$ cat config.mk
export PLATFORM = sky130hd
export DESIGN_NAME = adder_error_sweep_ctrl_flat
export DESIGN_NICKNAME = d
export VERILOG_FILES = /design/src/rtl/adder_error_sweep_ctrl_if.sv /design/src/rtl/adder_error_sweep_ctrl.sv /design/src/flat_wrapper.sv
export SDC_FILE = /design/constraint.sdc
export NUM_CORES = 1
export LEC_CHECK = 0
export CORE_ASPECT_RATIO = 1.25
export CORE_UTILIZATION = 45
export CTS_BUF_LIST = sky130_fd_sc_hd__clkbuf_8
export DETAILED_ROUTE_END_ITERATION = 6
export DONT_BUFFER_PORTS = 1
export SYNTH_ARGS = -nofsm -noshare
export SYNTH_HDL_FRONTEND = slang
export SYNTH_SLANG_ARGS = --single-unit
export TNS_END_PERCENT = 30
$ cat constraint.sdc
create_clock -name clk -period 12.4 [get_ports clk]
set_clock_uncertainty 0.1 [all_clocks]
set_input_delay 1.24 -clock clk [delete_from_list [all_inputs] [get_ports clk]]
set_output_delay 1.24 -clock clk [all_outputs]
set_load 0.01 [all_outputs]
$ cat src/rtl/adder_error_sweep_ctrl_if.sv
// Bus between the approximate-adder error sweeper and its environment:
// control, operand drive, adder result and the accumulated error report.
interface adder_error_sweep_ctrl_if #(
    parameter int unsigned WIDTH = 4
);
    logic                 start;
    logic                 abort;
    logic [WIDTH-1:0]     apx_a;
    logic [WIDTH-1:0]     apx_b;
    logic [WIDTH:0]       apx_sum;
    logic                 busy;
    logic                 done;
    logic                 pass;
    logic [2*WIDTH:0]     viol_cnt;
    logic [WIDTH:0]       max_err;
    logic [3*WIDTH:0]     err_sum;
    logic [2*WIDTH-1:0]   first_viol;
    logic                 first_vld;

    // master: the sweep controller
    modport master (
        input  start, abort, apx_sum,
        output apx_a, apx_b, busy, done, pass, viol_cnt, max_err, err_sum,
               first_viol, first_vld
    );

    // slave: the environment (start/abort source and the adder under test)
    modport slave (
        output start, abort, apx_sum,
        input  apx_a, apx_b, busy, done, pass, viol_cnt, max_err, err_sum,
               first_viol, first_vld
    );
endinterface

$ cat src/rtl/adder_error_sweep_ctrl.sv
// Exhaustive error sweep of a combinational approximate adder: drives every
// {b,a} operand pair, compares the adder result with the exact sum, accumulates stats.
module adder_error_sweep_ctrl #(
    parameter int unsigned WIDTH  = 4,
    parameter int unsigned ET     = 16,
    parameter int unsigned SETTLE = 0
) (
    input  logic                   clk,
    input  logic                   rst,
    adder_error_sweep_ctrl_if.master bus
);
    localparam int unsigned VW = 2 * WIDTH;
    localparam int unsigned SW = WIDTH + 1;
    localparam int unsigned DW = WIDTH + 2;
    localparam int unsigned CW = 2 * WIDTH + 1;
    localparam int unsigned EW = 3 * WIDTH + 1;

    typedef enum logic [1:0] {
        IDLE   = 2'd0,
        DRIVE  = 2'd1,
        SAMPLE = 2'd2,
        DONE   = 2'd3
    } state_t;

    state_t          state;
    state_t          state_nxt;
    logic [VW-1:0]   vec;
    logic [3:0]      settle_cnt;
    logic            clear_en;
    logic            accum_en;
    logic            adv_en;

    logic            busy_q;
    logic            done_q;
    logic            pass_q;
    logic [CW-1:0]   viol_cnt_q;
    logic [SW-1:0]   max_err_q;
    logic [EW-1:0]   err_sum_q;
    logic [VW-1:0]   first_viol_q;
    logic            first_vld_q;

    logic [SW-1:0]   exact;
    logic [DW-1:0]   diff;
    logic [SW-1:0]   err;
    logic            viol_hit;

    // Error magnitude of the current vector against the exact sum
    always_comb begin
        exact    = SW'(vec[WIDTH-1:0]) + SW'(vec[VW-1:WIDTH]);
        diff     = {1'b0, bus.apx_sum} - {1'b0, exact};
        err      = diff[DW-1] ? SW'(-diff) : diff[SW-1:0];
        viol_hit = 32'(err) > ET;
    end

    // Next-state and datapath control
    always_comb begin
        state_nxt = state;
        clear_en  = 1'b0;
        accum_en  = 1'b0;
        adv_en    = 1'b0;
        case (state)
            IDLE: begin
                if (bus.start && !bus.abort) begin
                    clear_en  = 1'b1;
                    state_nxt = DRIVE;
                end
            end
            DRIVE: begin
                if (bus.abort) begin
                    state_nxt = IDLE;
                end else if (settle_cnt == 4'(SETTLE)) begin
                    state_nxt = SAMPLE;
                end
            end
            SAMPLE: begin
                if (bus.abort) begin
                    state_nxt = IDLE;
                end else begin
                    accum_en = 1'b1;
                    if (vec == {VW{1'b1}}) begin
                        state_nxt = DONE;
                    end else begin
                        adv_en    = 1'b1;
                        state_nxt = DRIVE;
                    end
                end
            end
            DONE: begin
                state_nxt = IDLE;
            end
            default: begin
                state_nxt = IDLE;
            end
        endcase
    end

    always_ff @(posedge clk) begin
        if (rst) begin
            state        <= IDLE;
            vec          <= '0;
            settle_cnt   <= '0;
            busy_q       <= 1'b0;
            done_q       <= 1'b0;
            pass_q       <= 1'b0;
            viol_cnt_q   <= '0;
            max_err_q    <= '0;
            err_sum_q    <= '0;
            first_viol_q <= '0;
            first_vld_q  <= 1'b0;
        end else begin
            state      <= state_nxt;
            busy_q     <= (state_nxt == DRIVE) || (state_nxt == SAMPLE);
            done_q     <= (state_nxt == DONE);
            settle_cnt <= (state == DRIVE && state_nxt == DRIVE) ? settle_cnt + 4'd1 : 4'd0;

            if (clear_en) begin
                vec          <= '0;
                pass_q       <= 1'b0;
                viol_cnt_q   <= '0;
                max_err_q    <= '0;
                err_sum_q    <= '0;
                first_viol_q <= '0;
                first_vld_q  <= 1'b0;
            end

            if (adv_en) begin
                vec <= vec + VW'(1);
            end

            if (accum_en) begin
                err_sum_q <= err_sum_q + EW'(err);
                if (err > max_err_q) begin
                    max_err_q <= err;
                end
                if (viol_hit) begin
                    viol_cnt_q <= viol_cnt_q + CW'(1);
                    if (!first_vld_q) begin
                        first_viol_q <= vec;
                        first_vld_q  <= 1'b1;
                    end
                end
            end

            // The last sample's violation must be folded in, since pass is valid with done
            if (state_nxt == DONE) begin
                pass_q <= (viol_cnt_q == '0) && !viol_hit;
            end
        end
    end

    assign bus.apx_a      = vec[WIDTH-1:0];
    assign bus.apx_b      = vec[VW-1:WIDTH];
    assign bus.busy       = busy_q;
    assign bus.done       = done_q;
    assign bus.pass       = pass_q;
    assign bus.viol_cnt   = viol_cnt_q;
    assign bus.max_err    = max_err_q;
    assign bus.err_sum    = err_sum_q;
    assign bus.first_viol = first_viol_q;
    assign bus.first_vld  = first_vld_q;

endmodule

$ cat src/flat_wrapper.sv
// flat-port wrapper written by rule: the top's interface ports become plain ports
module adder_error_sweep_ctrl_flat 
#(
    parameter int unsigned WIDTH  = 4,
    parameter int unsigned ET     = 16,
    parameter int unsigned SETTLE = 0
)
  (clk, rst, bus_start, bus_abort, bus_apx_sum, bus_apx_a, bus_apx_b, bus_busy, bus_done, bus_pass, bus_viol_cnt, bus_max_err, bus_err_sum, bus_first_viol, bus_first_vld);
  adder_error_sweep_ctrl_if #(.WIDTH(WIDTH)) bus_i ();
  input  logic clk;
  input  logic rst;
  input wire logic [$bits(bus_i.start)-1:0] bus_start;
  input wire logic [$bits(bus_i.abort)-1:0] bus_abort;
  input wire logic [$bits(bus_i.apx_sum)-1:0] bus_apx_sum;
  output wire logic [$bits(bus_i.apx_a)-1:0] bus_apx_a;
  output wire logic [$bits(bus_i.apx_b)-1:0] bus_apx_b;
  output wire logic [$bits(bus_i.busy)-1:0] bus_busy;
  output wire logic [$bits(bus_i.done)-1:0] bus_done;
  output wire logic [$bits(bus_i.pass)-1:0] bus_pass;
  output wire logic [$bits(bus_i.viol_cnt)-1:0] bus_viol_cnt;
  output wire logic [$bits(bus_i.max_err)-1:0] bus_max_err;
  output wire logic [$bits(bus_i.err_sum)-1:0] bus_err_sum;
  output wire logic [$bits(bus_i.first_viol)-1:0] bus_first_viol;
  output wire logic [$bits(bus_i.first_vld)-1:0] bus_first_vld;
  assign bus_i.start = bus_start;
  assign bus_i.abort = bus_abort;
  assign bus_i.apx_sum = bus_apx_sum;
  assign bus_apx_a = bus_i.apx_a;
  assign bus_apx_b = bus_i.apx_b;
  assign bus_busy = bus_i.busy;
  assign bus_done = bus_i.done;
  assign bus_pass = bus_i.pass;
  assign bus_viol_cnt = bus_i.viol_cnt;
  assign bus_max_err = bus_i.max_err;
  assign bus_err_sum = bus_i.err_sum;
  assign bus_first_viol = bus_i.first_viol;
  assign bus_first_vld = bus_i.first_vld;
  adder_error_sweep_ctrl #(.WIDTH(WIDTH), .ET(ET), .SETTLE(SETTLE)) u_core (.clk(clk), .rst(rst), .bus(bus_i));
endmodule
==> summary.txt, run 1 <==
Layout
  • Layout cell share with drive strength beyond 1: 0.0688
  • Fillers: 738
  • Nets: around 440
  • Area delta synth->final: 4.69%
  • N_diodes: 0

Synthesis
  • Most numerous cell in the Yosys netlist: dfxtp_1
  • Synthesized Nets: 455
  • Area share of the largest cell type after synthesis: 0.308
  • Synthesized cell area: approximately 3400 um^2
  • Async SR Flop Fraction: 0
  • Largest cells by area after synthesis: dfxtp_1 31%, ha_1 8.7%, a21oi_1 5.1%, nor2_1 4.8%, inv_1 3.5%
  • Synth Flop Type: dfxtp_1
  • Avg Inst Size Synth: 8.25 um^2
  • Sequential share of the synthesized area: 0.308
  • Post-Synthesis Cells: 417
  • Flops & latches, synth: 53
  • Synth cell count leaders: 53 x dfxtp_1, 44 x nor2_1, 35 x a21oi_1, 32 x inv_1, 24 x ha_1
  • Yosys warns: 0
  • Synth cell types: 62
  • Synth area leader: dfxtp_1
  • Post-synth EDFFs: 0

STA
  • Max frequency: 195 MHz
  • Hold WS: 0.378 ns
  • Setup slack after layout: 7.27 ns
  • Period minus WS final: 5.13 ns
  • Least-Margin Pin Slew: 0.669 ns
  • Rel. slew slack: 0.553
  • Final TNS setup: 0 ns
  • Final setup vio count: 0
  • RSZ-0062 raised after global routing: false
  • Max Slew Vio Count: 0
  • Endpoints failing hold: 0
  • Fin crit share: 0.413

Die
  • # rows: 35
  • Core area: approximately 7400 um^2
  • Die width: between 80 and 90 um
  • Number of I/O pins: between 50 and 60
  • Die ar.: about 8000 um^2
  • Die H: 99.7 um
  • Starting Density: 0.465

Power and ir drop
  • P_int: 0.238 mW
  • Worst VDD drop: 53.4 uV
  • Total Power: between 0.3 and 0.4 mW
  • Comb pwr share: 0.140
  • LEAKAGE: 1.33 nW
  • Sw power: 0.0901 mW
  • Flop pwr share: 0.524
  • Power Dens Cells: 91.1 nW/um^2
  • Switching Share: 0.275
  • Clock share of power: 0.336

Status
  • Status: completed

Clock network
  • Num CTS Buffers: 5
  • CTS Sinks: 53
  • Clock Latency Late Sink: ~0.31 ns
  • Post-CTS Repair Setup Buffers: 0
  • Clk buf depth: 2
  • Resized Gates After CTS: 0
  • CTS tree: done
  • Clk pin slew, worst setup/hold paths: roughly 0.10 ns
  • H-tree Lvls: 2
  • CTS Hold Bufs: 0
  • Root cell of the clock tree: clkbuf_8

Critical path
  • Worst path arrival time: 5.28 ns
  • Worst setup path category: in2reg
  • CP Launch Type: input port
  • Critical Path Fanout Max: 5
  • CP dominant cell by count: ha_1
  • CP required: 12.55 ns
  • Crit. End Element: flop
  • Crit-path cells: fa_1 > ha_1 > xor2_2 > inv_2 > ha_1 > nand2_1 > a2111oi_0 > a41oi_1 > and4_1 > nor2_1 > ha_1 > nand2_1 > o21bai_1 > a21oi_1 > a221oi_1 > a211oi_1 > o211ai_1 > a21oi_1
  • Slowest cell on crit path: a211oi_1
  • Slowest stage delay, CP: 0.56 ns

Job
  • Max_cap viols: 0

Global routing
  • Vias in the first global route: ~2700
  • Largest net degree at the start of global routing: 57
  • Total GRT Usage: 0.213
  • First-pass GRT wire length: 13500 um
  • Initial antenna violation count: 0
  • Congestion Overflow GR: 0

Placed design
  • Dpl ws: 6.99 ns
  • PortBufs: 0
  • Hpwl dp: ~5800 um
  • Routability cong.: between 0.8 and 0.9

Drt
  • Vias: 2960
  • Pre-Repair DR Iteration Count: 4
  • Drt wl/cell: approximately 16 um
  • Drt total wl: ~8200 um
  • Avg Vias per Cell: 5.93
  • Drt initial violations: 164
  • Final ANT Viol Nets: 0
  • DRC: 0

Min path
  • Worst hold path class: reg2reg
cells by family after synthesis:
| logic type | synth area share |
|---|---|
| XOR/XNOR | 0.0247 |
| buffers and inverters | 0.0640 |
| AO/OA/AOI/OAI | 0.226 |
| AND/OR/NAND/NOR | 0.235 |
| flip-flops | 0.308 |
| multiplexers | 0.0258 |
| adder cells (fa/ha/maj) | 0.116 |
worst max-delay path, delay by kind of cell:
family,cells,cell delay (ns)
AND/OR/NAND/NOR,4,0.65
buffers and inverters,1,0.11
adder cells (fa/ha/maj),4,1.31
AO/OA/AOI/OAI,8,1.75
XOR/XNOR,1,0.21
registers in the layout, indices dropped and copies added, names as in the netlist:
signal,cells
u_core.bus.busy,1
u_core.bus.done,1
u_core.bus.err_sum,13
u_core.bus.first_viol,8
u_core.bus.first_vld,1
u_core.bus.max_err,5
u_core.bus.pass,1
u_core.bus.viol_cnt,9
u_core.settle_cnt,4
u_core.state,2
u_core.vec,8
area by class of cell:
type                       instances  area (um^2)  area share
multi-input combinational        309         2170       0.603
sequential                        53         1060       0.295
timing repair buffer               4         30.0     0.00834
tap                               92          115      0.0320
clock inverter                     1         5.00     0.00139
inverter                          33          124      0.0344
clock buffer                       7         96.3      0.0268
routing by layer:
layer / global-route usage / wire length, um / vias to the layer above / share of wire
met2: 0.343 / 3840 / 67 / 0.47
met3: 0.0495 / 500 / 9 / 0.061
met5: 0 / 0 / - / 0
li1: - / - / 1493 / -
met4: 0.0591 / 100 / 0 / 0.012
met1: 0.284 / 3780 / 1391 / 0.46
worst paths after layout:
path / endpoint / cells past startpoint / start / slack, ns
setup reg to reg: u_core.bus.max_err[4]$_SDFF_PP0_ / 19 / u_core.vec[4]$_SDFFE_PP0P_ / 7.50
hold reg to reg: u_core.settle_cnt[0]$_SDFF_PP0_ / 1 / u_core.settle_cnt[0]$_SDFF_PP0_ / 0.38
hold / removal: u_core.settle_cnt[0]$_SDFF_PP0_ / 1 / u_core.settle_cnt[0]$_SDFF_PP0_ / 0.38
setup / recovery: u_core.bus.max_err[4]$_SDFF_PP0_ / 18 / bus_apx_sum[0] / 7.27
layout by cell type, fill, tap and decap left out, types with 5 or more instances in the layout:
cell type / synthesis / layout
clkbuf_8: 0 / 7
nor3_1: 7 / 7
nor2_1: 44 / 44
a21o_1: 5 / 5
or3_1: 5 / 5
o21ai_0: 13 / 13
nor2b_1: 6 / 6
xnor2_1: 5 / 5
and3_1: 9 / 9
nand2_1: 20 / 20
nand4_1: 5 / 5
fa_1: 5 / 5
a211oi_1: 6 / 6
ha_1: 24 / 24
nor3b_1: 6 / 5
a21oi_1: 35 / 35
o211ai_1: 12 / 12
dfxtp_1: 53 / 53
or4_1: 8 / 8
o311ai_1: 8 / 8
nand3_1: 22 / 22
inv_1: 32 / 32
power by group through the flow:
stage                     Combinational (mW)  Sequential (mW)  Clock [mW]
after floorplan                       0.0387            0.176           0
after global placement                0.0450            0.176           0
after detailed placement              0.0456            0.176           0
after CTS                             0.0458            0.172       0.112
after global routing                  0.0509            0.172       0.118
final                                 0.0459            0.172       0.110
metrics by stage:
| step | util | area [um^2] | cells |
|---|---|---|---|
| final | 0.487 | 3600 | 499 |
| after detailed placement | 0.473 | 3500 | 491 |
| after floorplan | - | 3440 | 417 |
| after global routing | 0.487 | 3600 | 499 |
| after global placement | 0.473 | 3500 | 491 |
| after CTS | 0.487 | 3600 | 499 |
Power figures use the tool's default switching activity.
==> inputs of run 2 (changes only) <==
- clock period: 12.4 -> 4.7 ns (I/O delays scaled with it)
==> summary.txt, run 2 (synthesized netlist as in run 1, its figures left out) <==
Power and ir drop
  • Power Dens Cells: 258 nW/um^2 (+180%)
  • Comb pwr share: 0.134 (-0.006)
  • Worst VDD drop: 200 uV (+270%)
  • LEAKAGE: 1.38 nW (+3.7%)
  • Switching Share: 0.260 (-0.0146)
  • Clock share of power: 0.392 (+0.056)
  • Flop pwr share: 0.474 (-0.050)
  • Total Power: 0.958 mW (+190%)
  • Sw power: 0.249 mW (+180%)
  • P_int: 0.709 mW (+200%)

STA
  • Fin crit share: 0.934
  • Max Slew Vio Count: 0 (unchanged)
  • Final setup vio count: 0 (unchanged)
  • Rel. slew slack: 0.506 (-0.0473)
  • Max frequency: 228 MHz
  • Setup slack after layout: 0.308 ns (-6.96 ns)
  • Least-Margin Pin Slew: 0.740 ns (+0.0708 ns)
  • Final TNS setup: 0 ns (unchanged)
  • Period minus WS final: 4.39 ns
  • Endpoints failing hold: 0 (unchanged)
  • RSZ-0062 raised after global routing: false

Drt
  • Drt total wl: 8520 um (+3.7%)
  • DRC: 0 (unchanged)
  • Drt initial violations: 170 (+3.7%)
  • Avg Vias per Cell: 5.91 (-0.35%)
  • Final ANT Viol Nets: 0 (unchanged)
  • Vias: 2985 (+0.84%)
  • Pre-Repair DR Iteration Count: 4 (unchanged)
  • Drt wl/cell: 16.9 um (+2.5%)

Clock network
  • CTS Sinks: 53 (unchanged)
  • H-tree Lvls: 2 (unchanged)
  • Num CTS Buffers: 5 (unchanged)
  • Clock Latency Late Sink: 0.32 ns (about the same)
  • Clk pin slew, worst setup/hold paths: 0.11 ns (about the same)
  • Root cell of the clock tree: clkbuf_8
  • CTS tree: done
  • Post-CTS Repair Setup Buffers: 0 (unchanged)
  • Clk buf depth: 2 (unchanged)

Critical path
  • CP Launch Type: flop
  • Critical register-to-register path startpoint: u_core.vec[0]$_SDFFE_PP0P_
  • Critical Path Fanout Max: 5 (unchanged)
  • Crit-path cells: inv_1 > fa_1 > ha_1 > xor2_2 > inv_2 > ha_1 > nand2_1 > a2111oi_2 > a41oi_1 > and4_1 > nor2_1 > ha_1 > nand2_1 > o21bai_1 > a21oi_1 > a221oi_2 > a211oi_2 > o211ai_1 > a21oi_1
  • Reg2reg setup slack: 0.31 ns (-7.19 ns)
  • Capturing point of the worst reg2reg path: u_core.bus.max_err[1]$_SDFF_PP0_
  • Slowest stage delay, CP: 0.48 ns (-0.08 ns)
  • Worst path arrival time: 4.54 ns (-0.74 ns)
  • Worst setup path category: reg2reg
  • Crit. End Element: flop
  • Slowest cell on crit path: fa_1
  • CP dominant cell by count: ha_1
  • CP required: 4.85 ns (-7.70 ns)
  • Worst-case reg-to-reg path depth: 19 (unchanged)

Global routing
  • Total GRT Usage: 0.217 (+0.00406)
  • Largest net degree at the start of global routing: 57 (unchanged)
  • Initial antenna violation count: 0 (unchanged)
  • Congestion Overflow GR: 0 (unchanged)
  • Vias in the first global route: 2698 (+0.22%)
  • First-pass GRT wire length: 13600 um (+1.2%)

Layout
  • Area delta synth->final: 8.00%
  • Commonest non-fill, non-tap cell in the layout: dfxtp_1
  • Nets: 450 (+1.4%)
  • Layout cell share with drive strength beyond 1: 0.104 (+0.0353)
  • N_diodes: 0 (unchanged)
  • Post-Layout Cell Count: 505 (+1.2%)
  • Fillers: 719 (-2.6%)
  • Most frequent cells in the layout: 52 x dfxtp_1, 44 x nor2_1, 33 x a21oi_1, 32 x inv_1, 23 x ha_1
  • Max reg flops: 13 (unchanged)

Placed design
  • PortBufs: 0 (unchanged)
  • Dpl ws: 0.104 ns (-6.88 ns)
  • Hpwl dp: 6010 um (+4.5%)
  • Placed insts: 497 (+1.2%)
  • Routability cong.: 0.878 (+0.33%)

Die
  • Die ar.: 8000 um^2 (unchanged)
  • Starting Density: 0.465 (unchanged)
  • # rows: 35 (unchanged)
  • Number of I/O pins: 56 (unchanged)
  • Core area: 7400 um^2 (unchanged)
  • Die width: 80.2 um (unchanged)
  • Die H: 99.7 um (unchanged)

Job
  • Max_cap viols: 0 (unchanged)

Min path
  • Worst hold path class: in2reg
  • Min-delay src: rst
  • Hold depth: 1 (unchanged)
  • Hold endpoint: u_core.bus.done$_SDFF_PP0_

Status
  • Status: completed
## run 2: worst max path at each step
stage / from / end / slack [ns]
final: u_core.vec[0]$_SDFFE_PP0P_ / u_core.bus.max_err[1]$_SDFF_PP0_ / 0.31
after detailed placement: bus_apx_sum[0] / u_core.bus.max_err[4]$_SDFF_PP0_ / 0.10
after global routing: u_core.vec[0]$_SDFFE_PP0P_ / u_core.bus.max_err[1]$_SDFF_PP0_ / 0.03
after global placement: bus_apx_sum[0] / u_core.bus.max_err[4]$_SDFF_PP0_ / 0.26
after CTS: u_core.vec[6]$_SDFFE_PP0P_ / u_core.bus.max_err[2]$_SDFF_PP0_ / 0.11
after floorplan: u_core.vec[4]$_SDFFE_PP0P_ / u_core.bus.max_err[4]$_SDFF_PP0_ / 0.50
## run 2: area by class of cell
| class | instances | area, um^2 | area share |
|---|---|---|---|
| Timing Repair Buffer | 10 | 75.1 | 0.0202 |
| Sequential cell | 53 | 1060 | 0.286 |
| Multi-Input combinational cell | 309 | 2200 | 0.593 |
| Clock buffer | 5 | 68.8 | 0.0185 |
| Tap cell | 92 | 115 | 0.0310 |
| Inverter | 33 | 124 | 0.0333 |
| Clock inverter | 3 | 65.1 | 0.0175 |
## run 2: worst max-delay path: cells and delay by family, from the launching register on
kind,cells,cell delay [ns]
buffers and inverters,2,0.21
flip-flops,1,0.34
XOR/XNOR,1,0.21
AND/OR/NAND/NOR,4,0.65
adder cells (fa/ha/maj),4,1.33
AO/OA/AOI/OAI,8,1.47
## run 2: through the flow
step / instance area [um^2] / utilization / hold slack, ns
2_1_floorplan: 3440 / - / 0.330
3_3_place_gp: 3540 / 0.479 / 0.347
3_5_place_dp: 3540 / 0.479 / 0.362
4_1_cts: 3680 / 0.497 / 0.105
5_1_grt: 3710 / 0.502 / 0.0962
6_report: 3710 / 0.502 / 0.106
## run 2: metal layers
metal  track usage  share of wire  up-vias
li1              -              -     1513
met1         0.279           0.44     1408
met2         0.363           0.50       60
met3        0.0541          0.056        4
met4        0.0536         0.0062        0
met5             0              0        -
## run 2: power groups by stage
stage / Clock [mW] / Sequential, mW / Combinational, mW
finish: 0.375 / 0.453 / 0.129
global route: 0.397 / 0.454 / 0.144
CTS: 0.382 / 0.454 / 0.123
detailed placement: 0 / 0.464 / 0.123
global placement: 0 / 0.464 / 0.121
floorplan: 0 / 0.463 / 0.102
## run 2: timing repair
| item | CTS | global route |
|---|---|---|
| setup endpoints to repair | 0 | 11 |
| hold buffers | 0 | 0 |
| resized for setup | 0 | 10 |
==> inputs of run 3 (changes only) <==
- RECOVER_POWER: not set -> 25
==> results of run 3 <==
Final layout, timing and power as in run 2 (identical DEF).
